[src/rtl/audio_adc_rx.sv]
`timescale 1ns/1ps
// audio_adc_rx
// Deserializes a codec ADC stream (I2S framing, codec is bus master) into
// signed left/right samples and hands complete stereo pairs to a sink.
// The serial pins are oversampled on sys_clk, which must run at least 4x bclk.
//
// Ports:
//   sys_clk, reset       system clock, asynchronous active-low reset
//   bclk, adclrc, adcdat codec bit clock, frame clock (0=left, 1=right), data
//   data_left/right      held stereo pair (raw two's complement)
//   sample_valid/ready   pair handshake toward the sink
//   overrun, overrun_clr sticky "pair dropped" flag and its clear
//   frame_err            one-cycle pulse when a channel ends before its word is full
//
// state     | meaning
// WAIT_LRC  | out of reset, waiting for the first frame-clock edge to align
// SKIP      | frame-clock edge seen; the edge rise carried the I2S delay bit
// SHIFT     | shifting data bits in, MSB first
// IDLE_TAIL | word complete, ignoring padding bits until the next edge
module audio_adc_rx #(
    parameter int DATA_WIDTH  = 24,
    parameter int SYNC_STAGES = 2
) (
    input  logic                  sys_clk,
    input  logic                  reset,
    input  logic                  bclk,
    input  logic                  adclrc,
    input  logic                  adcdat,
    output logic [DATA_WIDTH-1:0] data_left,
    output logic [DATA_WIDTH-1:0] data_right,
    output logic                  sample_valid,
    input  logic                  sample_ready,
    output logic                  overrun,
    input  logic                  overrun_clr,
    output logic                  frame_err
);

    localparam int CNT_W = $clog2(DATA_WIDTH);

    typedef enum logic [1:0] {
        WAIT_LRC  = 2'd0,
        SKIP      = 2'd1,
        SHIFT     = 2'd2,
        IDLE_TAIL = 2'd3
    } state_t;

    state_t                 state_q, state_d;
    logic [SYNC_STAGES-1:0] bclk_sync_q, bclk_sync_d;
    logic [SYNC_STAGES-1:0] lrc_sync_q, lrc_sync_d;
    logic [SYNC_STAGES-1:0] dat_sync_q, dat_sync_d;
    logic                   bclk_prev_q, bclk_prev_d;
    logic                   lrc_prev_q, lrc_prev_d;
    logic                   lrc_seen_q, lrc_seen_d;
    logic                   chan_q, chan_d;
    logic [CNT_W-1:0]       count_q, count_d;
    logic [DATA_WIDTH-2:0]  shreg_q, shreg_d;
    logic [DATA_WIDTH-1:0]  left_buf_q, left_buf_d;
    logic                   left_ok_q, left_ok_d;
    logic [DATA_WIDTH-1:0]  data_left_q, data_left_d;
    logic [DATA_WIDTH-1:0]  data_right_q, data_right_d;
    logic                   valid_q, valid_d;
    logic                   overrun_q, overrun_d;
    logic                   frame_err_q, frame_err_d;

    logic                   bclk_s, lrc_s, dat_s;
    logic                   rise, lrc_edge;
    logic [DATA_WIDTH-1:0]  word;
    logic                   word_done, pair_done, drop;

    always_comb begin
        bclk_sync_d = {bclk_sync_q[SYNC_STAGES-2:0], bclk};
        lrc_sync_d  = {lrc_sync_q[SYNC_STAGES-2:0], adclrc};
        dat_sync_d  = {dat_sync_q[SYNC_STAGES-2:0], adcdat};
        bclk_s      = bclk_sync_q[SYNC_STAGES-1];
        lrc_s       = lrc_sync_q[SYNC_STAGES-1];
        dat_s       = dat_sync_q[SYNC_STAGES-1];

        bclk_prev_d = bclk_s;
        rise        = bclk_s & ~bclk_prev_q;
        // The first rise after reset only records the frame-clock level, so a
        // frame clock that is already high at release is not mistaken for an edge.
        lrc_edge    = rise & lrc_seen_q & (lrc_s != lrc_prev_q);
        lrc_prev_d  = rise ? lrc_s : lrc_prev_q;
        lrc_seen_d  = lrc_seen_q | rise;

        word        = {shreg_q, dat_s};

        state_d     = state_q;
        chan_d      = chan_q;
        count_d     = count_q;
        shreg_d     = shreg_q;
        left_buf_d  = left_buf_q;
        left_ok_d   = left_ok_q;
        frame_err_d = 1'b0;
        word_done   = 1'b0;
        pair_done   = 1'b0;

        if (lrc_edge) begin
            chan_d = lrc_s;
        end

        case (state_q)
            WAIT_LRC: begin
                if (lrc_edge) begin
                    state_d = SKIP;
                end
            end
            SKIP: begin
                // The edge rise already consumed the delay bit; the next rise is the MSB.
                if (lrc_edge) begin
                    frame_err_d = 1'b1;
                    left_ok_d   = 1'b0;
                end else begin
                    state_d = SHIFT;
                    count_d = '0;
                end
            end
            SHIFT: begin
                if (lrc_edge) begin
                    frame_err_d = 1'b1;
                    left_ok_d   = 1'b0;
                    state_d     = SKIP;
                end else if (rise) begin
                    shreg_d = word[DATA_WIDTH-2:0];
                    count_d = count_q + CNT_W'(1);
                    if (count_q == CNT_W'(DATA_WIDTH - 1)) begin
                        word_done = 1'b1;
                        count_d   = '0;
                        state_d   = IDLE_TAIL;
                    end
                end
            end
            IDLE_TAIL: begin
                if (lrc_edge) begin
                    state_d = SKIP;
                end
            end
            default: begin
                state_d = WAIT_LRC;
            end
        endcase

        if (word_done) begin
            if (!chan_q) begin
                left_buf_d = word;
                left_ok_d  = 1'b1;
            end else if (left_ok_q) begin
                pair_done = 1'b1;
                left_ok_d = 1'b0;
            end
        end

        data_left_d  = data_left_q;
        data_right_d = data_right_q;
        valid_d      = valid_q;
        drop         = 1'b0;
        if (pair_done) begin
            if (!valid_q || sample_ready) begin
                data_left_d  = left_buf_q;
                data_right_d = word;
                valid_d      = 1'b1;
            end else begin
                drop = 1'b1;
            end
        end else if (valid_q && sample_ready) begin
            valid_d = 1'b0;
        end

        if (drop) begin
            overrun_d = 1'b1;
        end else if (overrun_clr) begin
            overrun_d = 1'b0;
        end else begin
            overrun_d = overrun_q;
        end
    end

    always_ff @(posedge sys_clk or negedge reset) begin
        if (!reset) begin
            state_q      <= WAIT_LRC;
            bclk_sync_q  <= '0;
            lrc_sync_q   <= '0;
            dat_sync_q   <= '0;
            bclk_prev_q  <= 1'b0;
            lrc_prev_q   <= 1'b0;
            lrc_seen_q   <= 1'b0;
            chan_q       <= 1'b0;
            count_q      <= '0;
            shreg_q      <= '0;
            left_buf_q   <= '0;
            left_ok_q    <= 1'b0;
            data_left_q  <= '0;
            data_right_q <= '0;
            valid_q      <= 1'b0;
            overrun_q    <= 1'b0;
            frame_err_q  <= 1'b0;
        end else begin
            state_q      <= state_d;
            bclk_sync_q  <= bclk_sync_d;
            lrc_sync_q   <= lrc_sync_d;
            dat_sync_q   <= dat_sync_d;
            bclk_prev_q  <= bclk_prev_d;
            lrc_prev_q   <= lrc_prev_d;
            lrc_seen_q   <= lrc_seen_d;
            chan_q       <= chan_d;
            count_q      <= count_d;
            shreg_q      <= shreg_d;
            left_buf_q   <= left_buf_d;
            left_ok_q    <= left_ok_d;
            data_left_q  <= data_left_d;
            data_right_q <= data_right_d;
            valid_q      <= valid_d;
            overrun_q    <= overrun_d;
            frame_err_q  <= frame_err_d;
        end
    end

    assign data_left    = data_left_q;
    assign data_right   = data_right_q;
    assign sample_valid = valid_q;
    assign overrun      = overrun_q;
    assign frame_err    = frame_err_q;

endmodule
[config.mk]
export PLATFORM = sky130hd
export DESIGN_NAME = audio_adc_rx
export DESIGN_NICKNAME = d
export VERILOG_FILES = /design/src/rtl/audio_adc_rx.sv
export SDC_FILE = /design/constraint.sdc
export NUM_CORES = 1
export LEC_CHECK = 0
export ABC_AREA = 0
export CELL_PAD_IN_SITES_DETAIL_PLACEMENT = 1
export CELL_PAD_IN_SITES_GLOBAL_PLACEMENT = 2
export CORE_ASPECT_RATIO = 1.25
export CORE_MARGIN = 1.5
export CORE_UTILIZATION = 43
export CTS_BUF_LIST = sky130_fd_sc_hd__clkbuf_16
export CTS_CLUSTER_DIAMETER = 60
export DETAILED_ROUTE_END_ITERATION = 10
export PLACE_DENSITY_LB_ADDON = 0.08
export SLEW_MARGIN = 20
export SYNTH_ARGS = -nofsm -noshare
export SYNTH_HDL_FRONTEND = slang
export SYNTH_SLANG_ARGS = --single-unit
[constraint.sdc]
create_clock -name sys_clk -period 6.1 [get_ports sys_clk]
set_clock_uncertainty 0.1 [all_clocks]
set_input_delay 1.83 -clock sys_clk [delete_from_list [all_inputs] [get_ports sys_clk]]
set_output_delay 1.83 -clock sys_clk [all_outputs]
set_load 0.005 [all_outputs]
* Yosys cells after proc, flatten, opt, wreduce, memory -nomap -nowiden
Cells that the tools add are included.
** Storage, ports and cells
- Logic and storage cells :: 84
- Output and inout bits :: 51
- Input bits :: 7
- Register bits :: 116
** Cells by class
- Muxes and demuxes :: 32
- Add/sub/neg operators :: 1
- Bitwise operators :: 7
- Eq/ne operators :: 12
- Reductions and logical operators :: 15
** Operators by type and width (count)
- $mux 1 :: 21
- $mux 5 :: 4
- $mux 2 :: 5
- $pmux 5 s2 :: 1
- $reduce_and 4->1 :: 2
- $ne 2x2->1 const B :: 3
- $ne 3x3->1 const B :: 2
- $pmux 2 s3 :: 1
- $reduce_and 2->1 :: 3
- $reduce_bool 2->1 :: 3
- $add 5x1->5 const B :: 1
- $eq 5x5->1 const B :: 1
- $eq 2x2->1 const B :: 2
- $ne 2x1->1 const B :: 2
- $reduce_or 2->1 :: 2
- $and 1x1->1 :: 3
- $not 1->1 :: 3
- $reduce_and 3->1 :: 1
- $eq 2x1->1 const B :: 1
- $logic_not 2->1 :: 1
- $logic_and 1x1->1 :: 1
- $logic_not 1->1 :: 1
- $logic_or 1x1->1 :: 1
- $ne 1x1->1 :: 1
- $or 1x1->1 :: 1

* Logic depth before layout (Yosys ltp)
- Depth after elaboration :: 9
- Depth in mapped cells :: 8
- Gate-level depth less buffers :: 6

* Worst setup path after synthesis
OpenSTA, ideal clock, no wires.
- Path type :: input-to-reg
- Start point :: input port sample_ready
- End point :: register data_left_q[0], in the netlist data_left[0]
- Slack :: 2962 ps
- Cell stages on the path :: 6
- Arrival time :: 2913 ps
- Path through :: nand2b_1 -> and3_1 -> nand3_1 -> buf_4 -> buf_4 -> mux2_2
** Between the ends
- Cells in the longest elaborated chain, start to end :: 2
** Ends and longest elaborated chain
- from (decl) :: line 32 : input logic sample_ready,
- $logic_or 1x1->1 :: line 158 : if (!valid_q || sample_ready) begin
- $reduce_and 2->1 (no source line)
- to (signal assigned) :: line 210 : data_left_q <= data_left_d;
- to (decl) :: line 59 : logic [DATA_WIDTH-1:0] data_left_q, data_left_d;
Every way passes these cells.
A chain may end at the register's enable or synchronous reset.

* Worst setup path after layout
- Start point :: input port sample_ready
- End point :: register data_left_q[10], in the netlist data_left[10]
The elaborated chain is that of the path after synthesis.

==> metrics.yaml <==
r2r_end: "data_left[10]$_DFFE_PN0P_"
grt_first_pass_wirelength_mm: 14.51
p_comb_share_pct: 7.2
hp-start: "dat_sync_q[0]$_DFF_PN0_"
startpoint_type: "primary input"
antenna_found_initial: 0
track_usage_pct: 17.58
cts_root_buffer: "clkbuf_16"
drt_iter0_drc: 124
status: "complete, no violations"
clk_pin_slew_worst_paths_ns: 0.05
io_pins: 58
htree_levels: 4
avgSynthCellArea_sq_um: 16.12
ctsResizeCount: 0
synthesis.instances: 282
nets: 361
antennaDiodeCount: 0
ys_seq_area_share_pct: 63.86
cts_made_buffers: 17
drive_gt1_share_pct: 35.65
placed_cell_area_sq_um: 5202
drtPass1Iterations: 4
syn-num-nets: 293
grt_max_degree: 75
max_stage_delay_ns: 0.55
power_uw: 1826
cts_setup_buffers: 0
synthTopCellsByCount: "dfrtp_1 (116), mux2_2 (77), mux2_4 (19)"
hpwl_mm: 5.194
critical_path.slowest_cell: "nand3_2"
critPathCaptureType: "flop"
ys_ff_latch: 116
io_buffers: 57
required_ns: 6.27
synth_top_cell_by_area: "dfrtp_1"
ant_nets: 0
clk_latency_ns: 0.40
hold_violations: 0
crit_family: "buffers and inverters"
period_needed_ns: 3.843
fmax_ghz: 0.2602
die_w_um: 94.96
grt_pass1_vias: 2812
cts_tree: "built"
drv_cap: 0
yosysWarningCount: 0
regToRegSetupSlack_ns: 2.50
postCtsHoldBufs: 0
synth.top_cell.area_share_pct: 63.86
dp.cells: 460
grt_overflow: 0
criticalPathCategory: "primary input to flop"
drcViolationCount: 0
avgViaCountPerCell: 5.191
worstRegToRegCells: 7
clkPwrFrac_pct: 48.4
powerDensity_nw_per_um2: 318.9
power.leakage_uw: 0.002855
period_share_pct: 63.01
synth_area_sq_um: 4546
ys.flop_type: "dfrtp_1"
internal_power_uw: 1424
slew_headroom_pct: 36.41
instances_no_fill: 488
vias: 2533
holdPathStages: 0
fin_area_sq_um: 5727
die_h_um: 118.0
clockBufferDepth: 2
setup_tns_ns: 0
setup_viol: 0
place_congestion: 0.6853
ir_drop_uv: 218.0
min_to: "dat_sync_q[1]$_DFF_PN0_"
cts.sinks: 116
cp_max_fo: 25
crit_buf_inv: 2
synth_area_leaders: "dfrtp_1 (64%), mux2_2 (19%), mux2_4 (6.3%), ha_1 (1.1%), buf_12 (0.88%)"
switching_share_pct: 22.04
switchingPower_uw: 402.5
wire_per_inst_um: 17.75
cp_data_arrival_time_ns: 4.02
synth_cell_type_count: 36
async_flop_share_pct: 100.0
start_util_pct: 44.53
area_delta_synth_final_pct: 25.98
synth_most_common_cell: "dfrtp_1"
synth_edf_count: 0
tightest_slew_ns: 0.9517
final_util_pct: 56.10
dieArea_sq_um: 11200
grt_setup_unrepaired: "no"
cp_cell_sequence: "clkdlybuf4s50_1 > nand2b_1 > and3_1 > nand3_2 > buf_4 > mux2_2"
min_path_type: "flop to flop"
row_count: 41
p_seq_share_pct: 44.4
r2r_start: "state_q[0]$_DFFE_PN0P_"
routed_wl_mm: 8.662
coreArea_sq_um: 10210
final_max_slew_viol_count: 0
==> logic make-up after synthesis <==
kind of cell	share of synthesized area (%)
simple gates	3.276
mux	25.57
flops	63.86
xor+xnor	0.3579
compound gates	3.441
buf+inv	2.395
fa+ha+maj	1.101
==> cell usage in the layout, fill, tap and decap left out, types with 2 or more instances in the layout <==
| cell | synthesis | final |
|---|---|---|
| dfrtp_1 | 116 | 116 |
| mux2_2 | 77 | 77 |
| clkdlybuf4s50_1 | 0 | 56 |
| mux2_4 | 19 | 19 |
| clkbuf_16 | 0 | 17 |
| nand2_1 | 8 | 8 |
| o21ai_0 | 8 | 8 |
| inv_1 | 4 | 6 |
| nor2_1 | 4 | 4 |
| ha_1 | 4 | 4 |
| clkinv_2 | 0 | 4 |
| nand2b_1 | 3 | 3 |
| a21oi_1 | 3 | 3 |
| clkinv_1 | 0 | 3 |
| buf_4 | 3 | 3 |
| nand3_1 | 3 | 2 |
| o31ai_1 | 2 | 2 |
| o22ai_1 | 2 | 2 |
| bufinv_16 | 0 | 2 |
==> stage by stage <==
| stage | hold slack (ns) | worst slack (ns) |
|---|---|---|
| after floorplan | 0.2312 | 2.962 |
| after global placement | 0.2376 | 1.893 |
| after detailed placement | 0.2386 | 1.836 |
| after CTS | 0.2505 | 2.238 |
| after global routing | 0.2511 | 2.152 |
| final | 0.2476 | 2.257 |
==> area by class of cell <==
type / count / area (sq um)
Inverter: 4 / 15.01
Clock inverter: 11 / 98.84
Timing Repair Buffer: 59 / 583.1
Clock buffer: 17 / 425.4
Multi-Input combinational cell: 152 / 1540
Tap cell: 129 / 161.4
Fill cell: 967 / 4482
Sequential cell: 116 / 2903
==> registers in the layout, indices dropped and copies added, names as in the netlist <==
signal,flops
frame_err,1
left_buf_q,24
sample_valid,1
data_left,24
left_ok_q,1
dat_sync_q,2
bclk_prev_q,1
bclk_sync_q,2
lrc_sync_q,2
overrun,1
state_q,2
chan_q,1
shreg_q,23
data_right,24
count_q,5
lrc_prev_q,1
lrc_seen_q,1
==> per-layer routing <==
metal | global-route usage (%) | routed length, um | vias to the layer above
li1 | - | - | 1139
met1 | 22.23 | 3704 | 1333
met2 | 26.96 | 4488 | 52
met3 | 6.589 | 335 | 9
met4 | 7.090 | 133 | 0
met5 | 0 | 0 | -
==> power groups by stage <==
stage	Sequential, uW	Clock [uW]	Combinational [uW]
final	811	884	132
after global routing	814	943	145
after CTS	811	908	134
after detailed placement	823	0	130
after global placement	823	0	125
after floorplan	817	0	85.2
==> worst max path at each step <==
stage	from	to	slack, ns	depth (start not counted)
after floorplan	sample_ready	data_left[0]$_DFFE_PN0P_	2.96	6
after global placement	sample_ready	data_left[11]$_DFFE_PN0P_	1.89	6
after detailed placement	sample_ready	data_left[10]$_DFFE_PN0P_	1.84	6
after CTS	sample_ready	data_left[10]$_DFFE_PN0P_	2.24	6
after global routing	sample_ready	data_left[10]$_DFFE_PN0P_	2.15	6
final	sample_ready	data_left[10]$_DFFE_PN0P_	2.26	6
No activity file was read; power rests on OpenSTA's default activity.
